File: config.mk
export PLATFORM = sky130hd
export DESIGN_NAME = r_layer_ctrl
export DESIGN_NICKNAME = d
export VERILOG_FILES = /design/src/rtl/r_layer_ctrl.sv
export SDC_FILE = /design/constraint.sdc
export NUM_CORES = 1
export LEC_CHECK = 0
export ABC_AREA = 1
export CORE_AREA = 2 2 45 47
export CTS_BUF_LIST = sky130_fd_sc_hd__clkbuf_4 sky130_fd_sc_hd__clkbuf_8 sky130_fd_sc_hd__clkbuf_16
export CTS_CLUSTER_SIZE = 25
export DETAILED_ROUTE_END_ITERATION = 10
export DIE_AREA = 0 0 47 49
export HOLD_SLACK_MARGIN = 0.15
export PLACE_DENSITY = 0.74
export SLEW_MARGIN = 20
export SYNTH_ARGS = -nofsm -noshare
export SYNTH_HDL_FRONTEND = slang
export SYNTH_SLANG_ARGS = --single-unit
File: constraint.sdc
create_clock -name clk -period 1.3 [get_ports clk]
set_clock_uncertainty 0.1 [all_clocks]
set_input_delay 0.195 -clock clk [delete_from_list [all_inputs] [get_ports clk]]
set_output_delay 0.195 -clock clk [all_outputs]
set_load 0.01 [all_outputs]
File: src/rtl/r_layer_ctrl.sv
// Layer/iteration sequencer for the layered QC-LDPC decoder R-message memory.
// Optional early termination on syndrome_ok: define R_EARLY_TERM_EN.
module r_layer_ctrl #(
  parameter int LAYERS   = 16,
  parameter int MAX_ITER = 10,
  parameter int CNU_LAT  = 3,
  parameter int ITER_W   = 4
) (
  input  logic              clk,
  input  logic              rst,
  input  logic              start,
  input  logic              abort,
  input  logic              syndrome_ok,
  output logic              rst_r,
  output logic              load_to_CNU,
  output logic              storage,
  output logic              f_one_iteration,
  output logic [3:0]        layer,
  output logic [ITER_W-1:0] iter_cnt,
  output logic              busy,
  output logic              done,
  output logic              decode_ok
);

  localparam int CW = (CNU_LAT > 1) ? $clog2(CNU_LAT) : 1;
  localparam logic [CW-1:0] WAIT_INIT = CW'(CNU_LAT - 1);
  localparam logic [3:0] LAST_LAYER = 4'(LAYERS - 1);
  localparam logic [ITER_W-1:0] LAST_ITER = ITER_W'(MAX_ITER - 1);

  typedef enum logic [2:0] {
    S_IDLE,
    S_CLEAR,
    S_LOAD,
    S_WAIT,
    S_STORE,
    S_ITER_END,
    S_DONE
  } state_e;

  state_e            state_q, state_d;
  logic [3:0]        layer_q, layer_d;
  logic [ITER_W-1:0] iter_q, iter_d;
  logic [CW-1:0]     wcnt_q, wcnt_d;
  logic              dok_q, dok_d;
  logic              term_early;

`ifdef R_EARLY_TERM_EN
  assign term_early = syndrome_ok;
`else
  logic unused_syndrome;
  assign unused_syndrome = syndrome_ok;
  assign term_early = 1'b0;
`endif

  always_ff @(posedge clk) begin
    if (rst) begin
      state_q <= S_IDLE;
      layer_q <= '0;
      iter_q  <= '0;
      wcnt_q  <= '0;
      dok_q   <= 1'b0;
    end else begin
      state_q <= state_d;
      layer_q <= layer_d;
      iter_q  <= iter_d;
      wcnt_q  <= wcnt_d;
      dok_q   <= dok_d;
    end
  end

  always_comb begin
    state_d = state_q;
    layer_d = layer_q;
    iter_d  = iter_q;
    wcnt_d  = wcnt_q;
    dok_d   = dok_q;
    unique case (state_q)
      S_IDLE: begin
        if (start) begin
          state_d = S_CLEAR;
          dok_d   = 1'b0;
        end
      end
      S_CLEAR: begin
        layer_d = '0;
        iter_d  = '0;
        state_d = S_LOAD;
      end
      S_LOAD: begin
        wcnt_d  = WAIT_INIT;
        state_d = S_WAIT;
      end
      S_WAIT: begin
        if (wcnt_q == '0) state_d = S_STORE;
        else              wcnt_d  = wcnt_q - 1'b1;
      end
      S_STORE: begin
        if (layer_q == LAST_LAYER) begin
          state_d = S_ITER_END;
        end else begin
          layer_d = layer_q + 4'd1;
          state_d = S_LOAD;
        end
      end
      S_ITER_END: begin
        layer_d = '0;
        iter_d  = iter_q + 1'b1;
        if (iter_q == LAST_ITER || term_early) begin
          state_d = S_DONE;
          dok_d   = term_early;
        end else begin
          state_d = S_LOAD;
        end
      end
      S_DONE:  state_d = S_IDLE;
      default: state_d = S_IDLE;
    endcase
    // abort freezes the datapath and drops straight back to idle
    if (abort) begin
      state_d = S_IDLE;
      layer_d = layer_q;
      iter_d  = iter_q;
      wcnt_d  = wcnt_q;
      dok_d   = dok_q;
    end
  end

  assign rst_r           = (state_q != S_CLEAR);
  assign load_to_CNU     = (state_q == S_LOAD);
  assign storage         = (state_q == S_STORE);
  assign f_one_iteration = (state_q == S_ITER_END);
  assign busy            = (state_q != S_IDLE);
  assign done            = (state_q == S_DONE);
  assign layer           = layer_q;
  assign iter_cnt        = iter_q;
  assign decode_ok       = dok_q;

endmodule

======== After elaboration in Yosys (flattened, before gate mapping) ========
Cells that the tools add are included.
Widths: inputs -> output; s select.
cells by class
  muxes and demuxes ....................... 13
  eq/ne operators ......................... 14
  reductions and logical operators ........ 14
  bitwise logic cells ..................... 1
  add/sub/neg operators ................... 3
operator list
  kind                 count
  $pmux 3 s6           1
  $pmux 4 s2           2
  $mux 3               4
  $eq 3x3->1 const B   3
  $add 4x1->4 const B  2
  $eq 4x4->1 const B   2
  $ne 2x2->1 const B   4
  $reduce_bool 2->1    4
  $eq 3x2->1 const B   2
  $reduce_and 3->1     2
  $mux 4               1
  $pmux 2 s2           1
  $reduce_and 2->1     2
  $reduce_and 4->1     1
  $reduce_or 2->1      2
  $eq 3x1->1 const B   1
  $logic_not 3->1      1
  $ne 3x1->1 const B   1
  $reduce_bool 3->1    1
  $logic_not 2->1      1
  $mux 1               2
  $mux 2               1
  $ne 2x1->1 const B   1
  $pmux 1 s2           1
  2 further kinds      2
storage, ports and cells
  bits in registers ....................... 14
  output and inout port bits .............. 15
  input port bits ......................... 5

======== Depth between registers and ports, before layout ========
  depth after elaboration ................. 4
  gate-level depth with buffers ........... 7
  mapped depth without buffers ............ 7

======== Worst setup path after synthesis ========
OpenSTA, ideal clock, no wires.
  kind .................................... register to register
  start ................................... reg layer_q[0] (netlist: layer[0])
  end ..................................... reg layer_q[2] (netlist: layer[2])
  slack ................................... -15 ps
  clock period less this slack ............ 1315 ps
  cell stages (with the launch flop) ...... 8
  arrival time ............................ 1146 ps
  data required time ...................... 1130 ps
  path through ............................ dfxtp_1 ha_1 nand3_1 inv_1 nand2_1 nand3_2 nand2_1 a21oi_1
on the way
  cells in the longest elaborated chain, start to end .. 3
  elaborated cells on any way between the ends .. 6
  classes of those cells .................. add/sub (1); eq/ne (2); mux (2); reduce/logical (1)
RTL lines
  item                                            RTL line  text
  from (decl)                                     41        logic [3:0] layer_q, layer_d;
  from (signal assigned)                          64        layer_q <= layer_d;
  $add 4x1->4 or $eq 4x4->1 (tied branches)       101, 98
  $mux 4 or $ne 2x2->1 (tied branches)            n/a
  $pmux 4 s2 or $reduce_and 3->1 (tied branches)  n/a
Several ways; a longest one is shown, not always the timed one. The select of a mux whose other input is x is not followed.
A chain may end at the register's enable or synchronous reset.

======== Worst setup path after layout ========
  start ................................... reg state_q[0]
  end ..................................... out rst_r
on the way
  cells in the longest elaborated chain, start to end .. 1
RTL lines
  item                    RTL line  text
  from (decl)             40        state_e state_q, state_d;
  from (signal assigned)  63        state_q <= state_d;
  $ne 3x1->1              128       assign rst_r = (state_q != S_CLEAR);
  to (decl)               14        output logic rst_r,
No other way between the ends.

==> impl_metrics.toml <==
[yosys]
yosysMostFrequentCell = "nand2_1"
syn-cell-area_um2 = 813
synth-edff-count = 0
yosys-top-cells-count = "nand2_1 (24), inv_1 (22), nor2_1 (15)"
yosysWarningCount = 0
synth_seq_area_share = 0.320
yosysTopAreaCell = "dfxtp_1"
ys.flop_type = "dfxtp_1"
synth_top_area_frac = 0.320
ys_ff_latch = 13
yosysUniqueCellTypes = 24
syn_nets = 133
syn_area_per_cell_um2 = 6.56
synthCells = 124
synth_async_sr_flop_share = 0
synth.area.top_cells = "dfxtp_1 (32%), nand2_1 (11%), inv_1 (10%), nor2_1 (6.9%), nand3_1 (6.8%)"

[timing]
fmax_mhz = 681
fin_crit_sh = 1.13
period_needed_ns = 1.47
finalHoldViolCount = 0
setup_ws_ns = -0.169
drv_slew = 0
rsz0062_at_grt = "true"
setup_viol_count_final = 11

[global_routing]
track_usage = 0.217
grt_pass1_wl_um = 3560
antenna_found_initial = 0
grt_pass1_vias = 872
grt_max_degree = 9
gr-total-overflow = 0

[placement]
placed_area_um2 = 1160
dp_hpwl_um = 1590
pre_cts_slack_ns = -0.230
gp_congestion = 0.856
portBuffers = 17

[run_status]
status = "finished with violations"
violations = "setup timing"

[run]
maxCapViolCount = 0

[detailed_routing]
detail_route.wl_per_cell_um = 13.2
drt-total-wl_um = 2620
post-route-drc-count = 0
drtIter0Drc = 20
firstDrtPassIters = 4
routed_via_density = 4.87
ant_nets = 0
dr_total_vias = 964

[critical_path]
crit_type = "flip-flop to output pin"
crit_arrival_ns = 1.17
crit_fanout = 4
reg2reg_from = "state_q[0]"
cp-start-kind = "flip-flop"
end_kind = "output pin"
crit_start = "state_q[0]"
worstPathRequired_ns = 1.00

[power]
leakage_nw = 0.699
total_power_w = 0.000842
powerDensity_nw_per_um2 = 599
peakVddDrop_mv = 0.636

[die]
io_pins = 20
die_h_um = 49
num_rows = 16
dieArea_um2 = 2300
start_util = 0.442
fp.dieW_um = 47
design.core.area_um2 = 1840

[final_layout]
nets = 181
final_cell_area_um2 = 1410
area_delta_synth_final_pct = 72.9
diodes = 0
drive_above_1_share = 0.491
fin_util = 0.764

[clocking]
clockBufferDepth = 2
cts.sinks = 13
clock_latency_ns = 0.30
hold_buffers = 0
cts_root_buf = "clkbuf_4"
cts_tree = "built"
cts_inserted_buffers = 3
clk_pin_slew_worst_paths_ns = 0.08
h-tree-depth = 1

[hold_path]
hold_start = "abort"
hold_class = "input pin to flip-flop"
## layout by cell type, fill, tap and decap left out, types with 6 or more instances in the layout
master,synthesis,final
buf_4,1,22
inv_1,22,20
nand2_1,24,16
nor2_1,15,10
a21oi_1,9,8
buf_6,1,8
nor2_4,1,7
dlygate4sd2_1,0,7
nand2_2,1,6
nand3_1,11,6
## kinds of logic after synthesis
| group | count (synthesis) | share of synthesized area |
|---|---|---|
| AOI/OAI and AO/OA | 17 | 0.108 |
| adders and majority gates | 4 | 0.0615 |
| buffers and inverters | 27 | 0.138 |
| DFF | 13 | 0.320 |
| other | 1 | 0.00461 |
| and+or+nand+nor | 62 | 0.368 |
## final timing paths
path | to | slack, ns | cells past startpoint
setup / recovery | rst_r | -0.17 | 5
setup reg to reg | state_q[1] | -0.04 | 7
hold / removal | state_q[1] | 0.23 | 4
hold reg to reg | wcnt_q[1] | 0.37 | 2
## flip-flops by register name, summed over array words and instances (netlist names)
signal and cells:
wcnt_q 2, state_q 3, layer 4, iter_cnt 4
## cell type report
class	instances	area, µm²
clock buffers	3	22.5
clock inverters	1	5.00
fillers	139	435
inverters	25	101
multi-input cells	84	588
flip-flops and latches	13	282
well taps	27	33.8
repair buffers	45	374
## what timing repair did
item / in CTS / in global routing
endpoints found under the hold margin: 0 / 0
buffers inserted: 6 / 3
resized for setup: 59 / 39
setup endpoints to repair: 26 / 19
pin swaps: 6 / 18
cloned: 0 / 0
## critical path, cell delays in order (launching register included)
cell and delay (ns):
dfxtp_4 0.40, inv_6 0.06, nor2_4 0.11, buf_4 0.12
nand2_1 0.05, buf_2 0.14
## metal layers
layer  vias up  wire length, µm  GRT usage
li1        483                -          -
met1       444             1010      0.247
met2        28             1400      0.374
met3         9               90     0.0222
met4         0              110      0.116
met5         -                0          0
## per-stage QoR
| step | hold slack (ns) | TNS, ns | std cells |
|---|---|---|---|
| 2_1_floorplan | 0.157 | 0 | 124 |
| 3_3_place_gp | 0.343 | -2.05 | 188 |
| 3_5_place_dp | 0.357 | -2.56 | 188 |
| 4_1_cts | 0.370 | -0.466 | 197 |
| 5_1_grt | 0.264 | -1.66 | 198 |
| 6_report | 0.230 | -0.782 | 198 |
## power breakdown
group,switching (W),leakage [nW],internal (W),total (W)
logic,0.0000833,0.571,0.0000771,0.000160
registers,0.00000868,0.111,0.000397,0.000406
clock network,0.000160,0.0177,0.000115,0.000275
total,0.000252,0.699,0.000590,0.000842
Note: power is estimated with default switching activity, not from simulation.
